===== src/rtl/mem_port_arbiter_if.sv =====
// Signal bundle shared by the fetch stage, the LSU, the memory-port arbiter and the memory.
// The master modport is the arbiter's view; slave is the view of the surrounding blocks.
interface mem_port_arbiter_if #(
    parameter int AW = 32,
    parameter int DW = 32
);
    logic            i_req;
    logic [AW-1:0]   i_addr;
    logic            pc_v_x;
    logic            i_rvalid;
    logic [DW-1:0]   i_rdata;
    logic            stall_i;

    logic            d_req;
    logic            d_we;
    logic [AW-1:0]   d_addr;
    logic [DW-1:0]   d_wdata;
    logic [DW/8-1:0] d_be;
    logic            d_gnt;
    logic            d_rvalid;
    logic [DW-1:0]   d_rdata;

    logic            mem_req;
    logic            mem_gnt;
    logic            mem_we;
    logic [AW-1:0]   mem_addr;
    logic [DW-1:0]   mem_wdata;
    logic [DW/8-1:0] mem_be;
    logic            mem_rvalid;
    logic [DW-1:0]   mem_rdata;

    modport master (
        input  i_req, i_addr, pc_v_x,
        output i_rvalid, i_rdata, stall_i,
        input  d_req, d_we, d_addr, d_wdata, d_be,
        output d_gnt, d_rvalid, d_rdata,
        output mem_req, mem_we, mem_addr, mem_wdata, mem_be,
        input  mem_gnt, mem_rvalid, mem_rdata
    );

    modport slave (
        output i_req, i_addr, pc_v_x,
        input  i_rvalid, i_rdata, stall_i,
        output d_req, d_we, d_addr, d_wdata, d_be,
        input  d_gnt, d_rvalid, d_rdata,
        input  mem_req, mem_we, mem_addr, mem_wdata, mem_be,
        output mem_gnt, mem_rvalid, mem_rdata
    );
endinterface


===== src/rtl/mem_port_arbiter.sv =====
// Single-outstanding arbiter sharing one memory port between fetch (I) and load/store (D),
// D priority with an I anti-starvation window. Define MEM_ARB_PERF_EN for perf counters.
module mem_port_arbiter #(
    parameter int AW    = 32,
    parameter int DW    = 32,
    parameter int D_WIN = 4
) (
    input  logic               clk,
    input  logic               reset_n,
    mem_port_arbiter_if.master bus
`ifdef MEM_ARB_PERF_EN
    ,
    output logic [31:0]        perf_i_stall,
    output logic [31:0]        perf_d_wait
`endif
);
    localparam int CW = (D_WIN < 1) ? 1 : $clog2(D_WIN + 1);

    typedef enum logic [1:0] {IDLE, WAIT_I, WAIT_D} state_e;

    state_e          state_q, state_d;
    logic [CW-1:0]   win_cnt_q, win_cnt_d;
    logic            kill_q, kill_d;

    logic            d_win, i_win, d_grant, i_grant;
    logic            we_sel;
    logic [AW-1:0]   addr_sel;
    logic [DW-1:0]   wdata_sel;
    logic [DW/8-1:0] be_sel;

    // Winner is gated by reset_n so nothing is requested while reset is held.
    always_comb begin
        d_win = 1'b0;
        i_win = 1'b0;
        if (reset_n && state_q == IDLE) begin
            d_win = bus.d_req && !(bus.i_req && win_cnt_q == CW'(D_WIN));
            i_win = bus.i_req && !d_win;
        end
    end

    assign d_grant = d_win && bus.mem_gnt;
    assign i_grant = i_win && bus.mem_gnt;

    always_comb begin
        we_sel    = 1'b0;
        addr_sel  = '0;
        wdata_sel = '0;
        be_sel    = '0;
        if (d_win) begin
            we_sel    = bus.d_we;
            addr_sel  = bus.d_addr;
            wdata_sel = bus.d_wdata;
            be_sel    = bus.d_be;
        end else if (i_win) begin
            addr_sel  = bus.i_addr;
            be_sel    = '1;
        end
    end

    assign bus.mem_req   = d_win || i_win;
    assign bus.mem_we    = we_sel;
    assign bus.mem_addr  = addr_sel;
    assign bus.mem_wdata = wdata_sel;
    assign bus.mem_be    = be_sel;

    assign bus.d_gnt     = d_grant;
    assign bus.d_rvalid  = (state_q == WAIT_D) && bus.mem_rvalid;
    assign bus.d_rdata   = reset_n ? bus.mem_rdata : '0;
    assign bus.i_rvalid  = (state_q == WAIT_I) && bus.mem_rvalid && !kill_q && !bus.pc_v_x;
    assign bus.i_rdata   = reset_n ? bus.mem_rdata : '0;
    assign bus.stall_i   = !reset_n || (bus.i_req && !i_grant);

    always_comb begin
        state_d   = state_q;
        kill_d    = kill_q;
        win_cnt_d = win_cnt_q;
        case (state_q)
            IDLE: begin
                kill_d = 1'b0;
                if (d_grant)      state_d = WAIT_D;
                else if (i_grant) state_d = WAIT_I;
            end
            WAIT_I: begin
                // A response coincident with a redirect is dropped via the output gate, so kill stays clear.
                if (bus.mem_rvalid) begin
                    state_d = IDLE;
                    kill_d  = 1'b0;
                end else if (bus.pc_v_x) begin
                    kill_d  = 1'b1;
                end
            end
            WAIT_D: begin
                if (bus.mem_rvalid) state_d = IDLE;
            end
            default: state_d = IDLE;
        endcase

        if (!bus.i_req || i_grant)
            win_cnt_d = '0;
        else if (d_grant && win_cnt_q != CW'(D_WIN))
            win_cnt_d = win_cnt_q + CW'(1);
    end

    always_ff @(posedge clk or negedge reset_n) begin
        if (!reset_n) begin
            state_q   <= IDLE;
            win_cnt_q <= '0;
            kill_q    <= 1'b0;
        end else begin
            state_q   <= state_d;
            win_cnt_q <= win_cnt_d;
            kill_q    <= kill_d;
        end
    end

`ifdef MEM_ARB_PERF_EN
    logic [31:0] perf_i_stall_q, perf_d_wait_q;

    always_ff @(posedge clk or negedge reset_n) begin
        if (!reset_n) begin
            perf_i_stall_q <= '0;
            perf_d_wait_q  <= '0;
        end else begin
            if (bus.stall_i && bus.i_req) perf_i_stall_q <= perf_i_stall_q + 32'd1;
            if (bus.d_req && !d_grant)    perf_d_wait_q  <= perf_d_wait_q + 32'd1;
        end
    end

    assign perf_i_stall = perf_i_stall_q;
    assign perf_d_wait  = perf_d_wait_q;
`endif
endmodule

===== src/flat_wrapper.sv =====
// flat-port wrapper written by rule: the top's interface ports become plain ports
module mem_port_arbiter_flat 
#(
    parameter int AW    = 32,
    parameter int DW    = 32,
    parameter int D_WIN = 4
)
  (clk, reset_n, bus_i_req, bus_i_addr, bus_pc_v_x, bus_i_rvalid, bus_i_rdata, bus_stall_i, bus_d_req, bus_d_we, bus_d_addr, bus_d_wdata, bus_d_be, bus_d_gnt, bus_d_rvalid, bus_d_rdata, bus_mem_req, bus_mem_we, bus_mem_addr, bus_mem_wdata, bus_mem_be, bus_mem_gnt, bus_mem_rvalid, bus_mem_rdata);
  mem_port_arbiter_if #(.AW(AW), .DW(DW)) bus_i ();
  input  logic clk;
  input  logic reset_n;
  input wire logic [$bits(bus_i.i_req)-1:0] bus_i_req;
  input wire logic [$bits(bus_i.i_addr)-1:0] bus_i_addr;
  input wire logic [$bits(bus_i.pc_v_x)-1:0] bus_pc_v_x;
  output wire logic [$bits(bus_i.i_rvalid)-1:0] bus_i_rvalid;
  output wire logic [$bits(bus_i.i_rdata)-1:0] bus_i_rdata;
  output wire logic [$bits(bus_i.stall_i)-1:0] bus_stall_i;
  input wire logic [$bits(bus_i.d_req)-1:0] bus_d_req;
  input wire logic [$bits(bus_i.d_we)-1:0] bus_d_we;
  input wire logic [$bits(bus_i.d_addr)-1:0] bus_d_addr;
  input wire logic [$bits(bus_i.d_wdata)-1:0] bus_d_wdata;
  input wire logic [$bits(bus_i.d_be)-1:0] bus_d_be;
  output wire logic [$bits(bus_i.d_gnt)-1:0] bus_d_gnt;
  output wire logic [$bits(bus_i.d_rvalid)-1:0] bus_d_rvalid;
  output wire logic [$bits(bus_i.d_rdata)-1:0] bus_d_rdata;
  output wire logic [$bits(bus_i.mem_req)-1:0] bus_mem_req;
  output wire logic [$bits(bus_i.mem_we)-1:0] bus_mem_we;
  output wire logic [$bits(bus_i.mem_addr)-1:0] bus_mem_addr;
  output wire logic [$bits(bus_i.mem_wdata)-1:0] bus_mem_wdata;
  output wire logic [$bits(bus_i.mem_be)-1:0] bus_mem_be;
  input wire logic [$bits(bus_i.mem_gnt)-1:0] bus_mem_gnt;
  input wire logic [$bits(bus_i.mem_rvalid)-1:0] bus_mem_rvalid;
  input wire logic [$bits(bus_i.mem_rdata)-1:0] bus_mem_rdata;
  assign bus_i.i_req = bus_i_req;
  assign bus_i.i_addr = bus_i_addr;
  assign bus_i.pc_v_x = bus_pc_v_x;
  assign bus_i_rvalid = bus_i.i_rvalid;
  assign bus_i_rdata = bus_i.i_rdata;
  assign bus_stall_i = bus_i.stall_i;
  assign bus_i.d_req = bus_d_req;
  assign bus_i.d_we = bus_d_we;
  assign bus_i.d_addr = bus_d_addr;
  assign bus_i.d_wdata = bus_d_wdata;
  assign bus_i.d_be = bus_d_be;
  assign bus_d_gnt = bus_i.d_gnt;
  assign bus_d_rvalid = bus_i.d_rvalid;
  assign bus_d_rdata = bus_i.d_rdata;
  assign bus_mem_req = bus_i.mem_req;
  assign bus_mem_we = bus_i.mem_we;
  assign bus_mem_addr = bus_i.mem_addr;
  assign bus_mem_wdata = bus_i.mem_wdata;
  assign bus_mem_be = bus_i.mem_be;
  assign bus_i.mem_gnt = bus_mem_gnt;
  assign bus_i.mem_rvalid = bus_mem_rvalid;
  assign bus_i.mem_rdata = bus_mem_rdata;
  mem_port_arbiter #(.AW(AW), .DW(DW), .D_WIN(D_WIN)) u_core (.clk(clk), .reset_n(reset_n), .bus(bus_i));
endmodule

===== config.mk =====
export PLATFORM = sky130hd
export DESIGN_NAME = mem_port_arbiter_flat
export DESIGN_NICKNAME = d
export VERILOG_FILES = /design/src/rtl/mem_port_arbiter_if.sv /design/src/rtl/mem_port_arbiter.sv /design/src/flat_wrapper.sv
export SDC_FILE = /design/constraint.sdc
export NUM_CORES = 1
export LEC_CHECK = 0
export CAP_MARGIN = 25
export CELL_PAD_IN_SITES_DETAIL_PLACEMENT = 1
export CELL_PAD_IN_SITES_GLOBAL_PLACEMENT = 1
export CORE_UTILIZATION = 12
export CTS_BUF_LIST = sky130_fd_sc_hd__clkbuf_16
export CTS_CLUSTER_DIAMETER = 30
export DETAILED_ROUTE_END_ITERATION = 7
export GPL_TIMING_DRIVEN = 1
export PLACE_DENSITY = 0.92
export SLEW_MARGIN = 20
export SYNTH_ARGS = -nofsm -noshare
export SYNTH_HDL_FRONTEND = slang
export SYNTH_SLANG_ARGS = --single-unit

===== constraint.sdc =====
create_clock -name clk -period 3.5 [get_ports clk]
set_clock_uncertainty 0.2 [all_clocks]
set_input_delay 0.35 -clock clk [delete_from_list [all_inputs] [get_ports clk]]
set_output_delay 0.35 -clock clk [all_outputs]
set_load 0.02 [all_outputs]

==> metrics.txt <==
Core Rows 40; Clk Tree Root Cell clkbuf_16; Final Max Slew Viols 0; largest net degree at the start of global routing 67; clk slew on worst S/H paths 30 ps; CP endpoint kind output pin; number of synthesized flops with an enable pin 0; share of the synthesized area in the top cell type 0.276; total power 1.23 mW; leakage 1.62 nW; Cells after Synth 201; # DRC 0; Sw Share 0.411; Ports 278; Reg area 150 um2; core footprint 12200 um2; TritonCTS Buffers 3; CP top delay family simple AND/OR/NAND/NOR gates; synthesized flop and latch total 6; post_cts resized 0; hpwl dp 9470 um; clk_lat worst skew 230 ps; worst vdd ir 0.322 mV; nets 582; Setup TNS 0 ps; Post-synth top cells and2_1 (67), a22o_1 (33), buf_4 (33); Syn Nets 346; die width 115 um; ANT nets after route 0; routability cong. 0.824; final WL 10900 um; Setup CP Type reg -> out; number of global-route vias before repair 2479; area of the multi-input gates 1000 um2; number of synthesis warnings 0; first-pass GRT wire length 14900 um; Initial Util 0.125; Clock Power Share 0.151; RSZ-0062 raised after global routing false; CTS Hold Buffers Added 0; Slew headroom 0.606; die height 115 um; most common flop cell mapped by yosys dfrtp_1; drt first-iter violations 83; PD cells 289 nW/um2; Hold WC Path Type in -> async; Worst-Margin Slew 591 ps; Final Hold Viols 0; leading area contributor after synthesis and2_1; number of port buffers 277; setup bufs post-CTS 0; vias per cell 4.02; Synth-to-Final Area Change 180%; worst path required time 2950 ps; max frequency 313 MHz; Tmin final 3190 ps; CTS tree built; max_cap viols 0; Seq pwr share 0.074; routed len/inst 18.0 um; top-count cell post-synth and2_1; worst hold margin 176 ps; gr ovfl total 0; Cell Chain, Critical Path inv_1, ha_1, and4_4, and2_1, clkdlybuf4s50_1; Startpoint Class flop; Filler cells 1425; syn_area_per_cell 7.56 um2; clock sink total 6; Unique masters post-synth 29; switching power 505 uW; share of post-route cells with drive strength above 1 0.0207; Seq/Total Area, Yosys 0.0988; Max Fanout on Critical Path 66; post-synthesis async set-or-reset flop share 1.00; synth top area cells and2_1 (28%), a22o_1 (19%), buf_4 (16%), dfrtp_1 (9.9%), ha_1 (4.1%); Initial DRT Pass Iterations 4; setup violators final 0; Buf/Inv on CP 2; status complete, no violations; DIE AREA 13100 um2; synthesized area 1520 um2; period utilization 0.912; combinational share of power 0.775; slowest stage delay, CP 670 ps; gr usage total 0.151; internal power 725 uW; Crit-path slowest cell and4_4; initial antenna violation count 2; H-Tree Depth 1; Vias 2426; clock buffer depth 2; Critical Path AT 2640 ps
[sequential cells by signal (all words and copies together) (netlist names)]
signal	cells
u_core.state_q	2
u_core.kill_q	1
u_core.win_cnt_q	3
[cell type report]
class	instances	area share
inverter	5	0.00440
clock buffer	3	0.0176
sequential	6	0.0352
timing repair buffer	279	0.657
tap	168	0.0493
multi-input combinational	142	0.236
antenna	1	0.000587
[per-stage QoR]
step | util | cell area, um2 | setup slack [ps] | std cells
3_5_place_dp | 0.344 | 4180 | 358 | 600
5_1_grt | 0.350 | 4260 | 170 | 603
4_1_cts | 0.350 | 4260 | 313 | 603
2_1_floorplan | - | 1520 | 1460 | 201
3_3_place_gp | 0.344 | 4180 | 490 | 600
6_report | 0.350 | 4260 | 307 | 604
[power groups by stage]
stage               combinational [mW]  sequential, mW  clock [mW]
finish                           0.953          0.0910       0.186
global route                      1.01          0.0922       0.194
CTS                              0.962          0.0911       0.189
detailed placement               0.955          0.0919           0
global placement                 0.933          0.0906           0
floorplan                        0.479          0.0893           0
[cell families (layout without fill, tap and decap cells)]
family | Yosys count | in the layout | synth area share
flip-flops | 6 | 6 | 0.0988
AO/OA/AOI/OAI | 49 | 49 | 0.260
other | 0 | 1 | 0
buffers and inverters | 53 | 287 | 0.240
AND/OR/NAND/NOR | 88 | 88 | 0.360
adder cells (fa/ha/maj) | 5 | 5 | 0.0412
[worst register-to-register path, stage by stage (launching register included)]
cell,delay (ps)
dfrtp_1,400
inv_1,90
ha_1,350
nand4_1,170
o21ai_0,480
nor3_1,140
[metal layers]
metal,vias up,global-route usage,routed length [um]
met2,144,0.299,5860
met5,-,0,9
li1,1133,-,-
met1,1139,0.165,4020
met4,2,0.0216,63
met3,8,0.0349,944
[cells in the final DEF, fill, tap and decap left out]
cell type | netlist | routed
clkbuf_16 | 0 | 3
nand4_1 | 2 | 2
nand3_1 | 3 | 3
and3_1 | 1 | 1
diode_2 | 0 | 1
a21o_1 | 1 | 1
buf_4 | 33 | 1
o211a_1 | 1 | 1
nor2_1 | 3 | 3
buf_12 | 0 | 1
a21oi_1 | 4 | 4
o21a_1 | 3 | 3
clkdlybuf4s50_1 | 0 | 277
nor2_4 | 1 | 1
and4b_1 | 1 | 1
ha_1 | 5 | 5
a21boi_2 | 1 | 1
and4_4 | 1 | 1
nor3_1 | 2 | 2
and4_1 | 1 | 1
o21ai_0 | 4 | 4
nand3_2 | 1 | 1
a22o_1 | 33 | 33
nor2b_1 | 1 | 1
dfrtp_1 | 6 | 6
nand2_1 | 4 | 4
o22ai_1 | 1 | 1
and2_1 | 67 | 67
inv_1 | 5 | 5
a211o_1 | 1 | 1
[worst paths after layout]
kind                                                         to                     startpoint  cells past startpoint  slack, ps
min in group clk                      u_core.kill_q$_DFFE_PN0P_      u_core.kill_q$_DFFE_PN0P_                      1        310
worst max register to register  u_core.win_cnt_q[2]$_DFFE_PN0P_  u_core.state_q[0]$_DFFE_PN0P_                      5       1520
max in group asynchronous       u_core.win_cnt_q[1]$_DFFE_PN0P_                        reset_n                      2       2310
worst min-delay path              u_core.state_q[0]$_DFFE_PN0P_                        reset_n                      1        180
worst min register to register        u_core.kill_q$_DFFE_PN0P_      u_core.kill_q$_DFFE_PN0P_                      1        310
worst max-delay path                                 bus_mem_we  u_core.state_q[0]$_DFFE_PN0P_                      5        310
(Power assumes the default switching activity.)
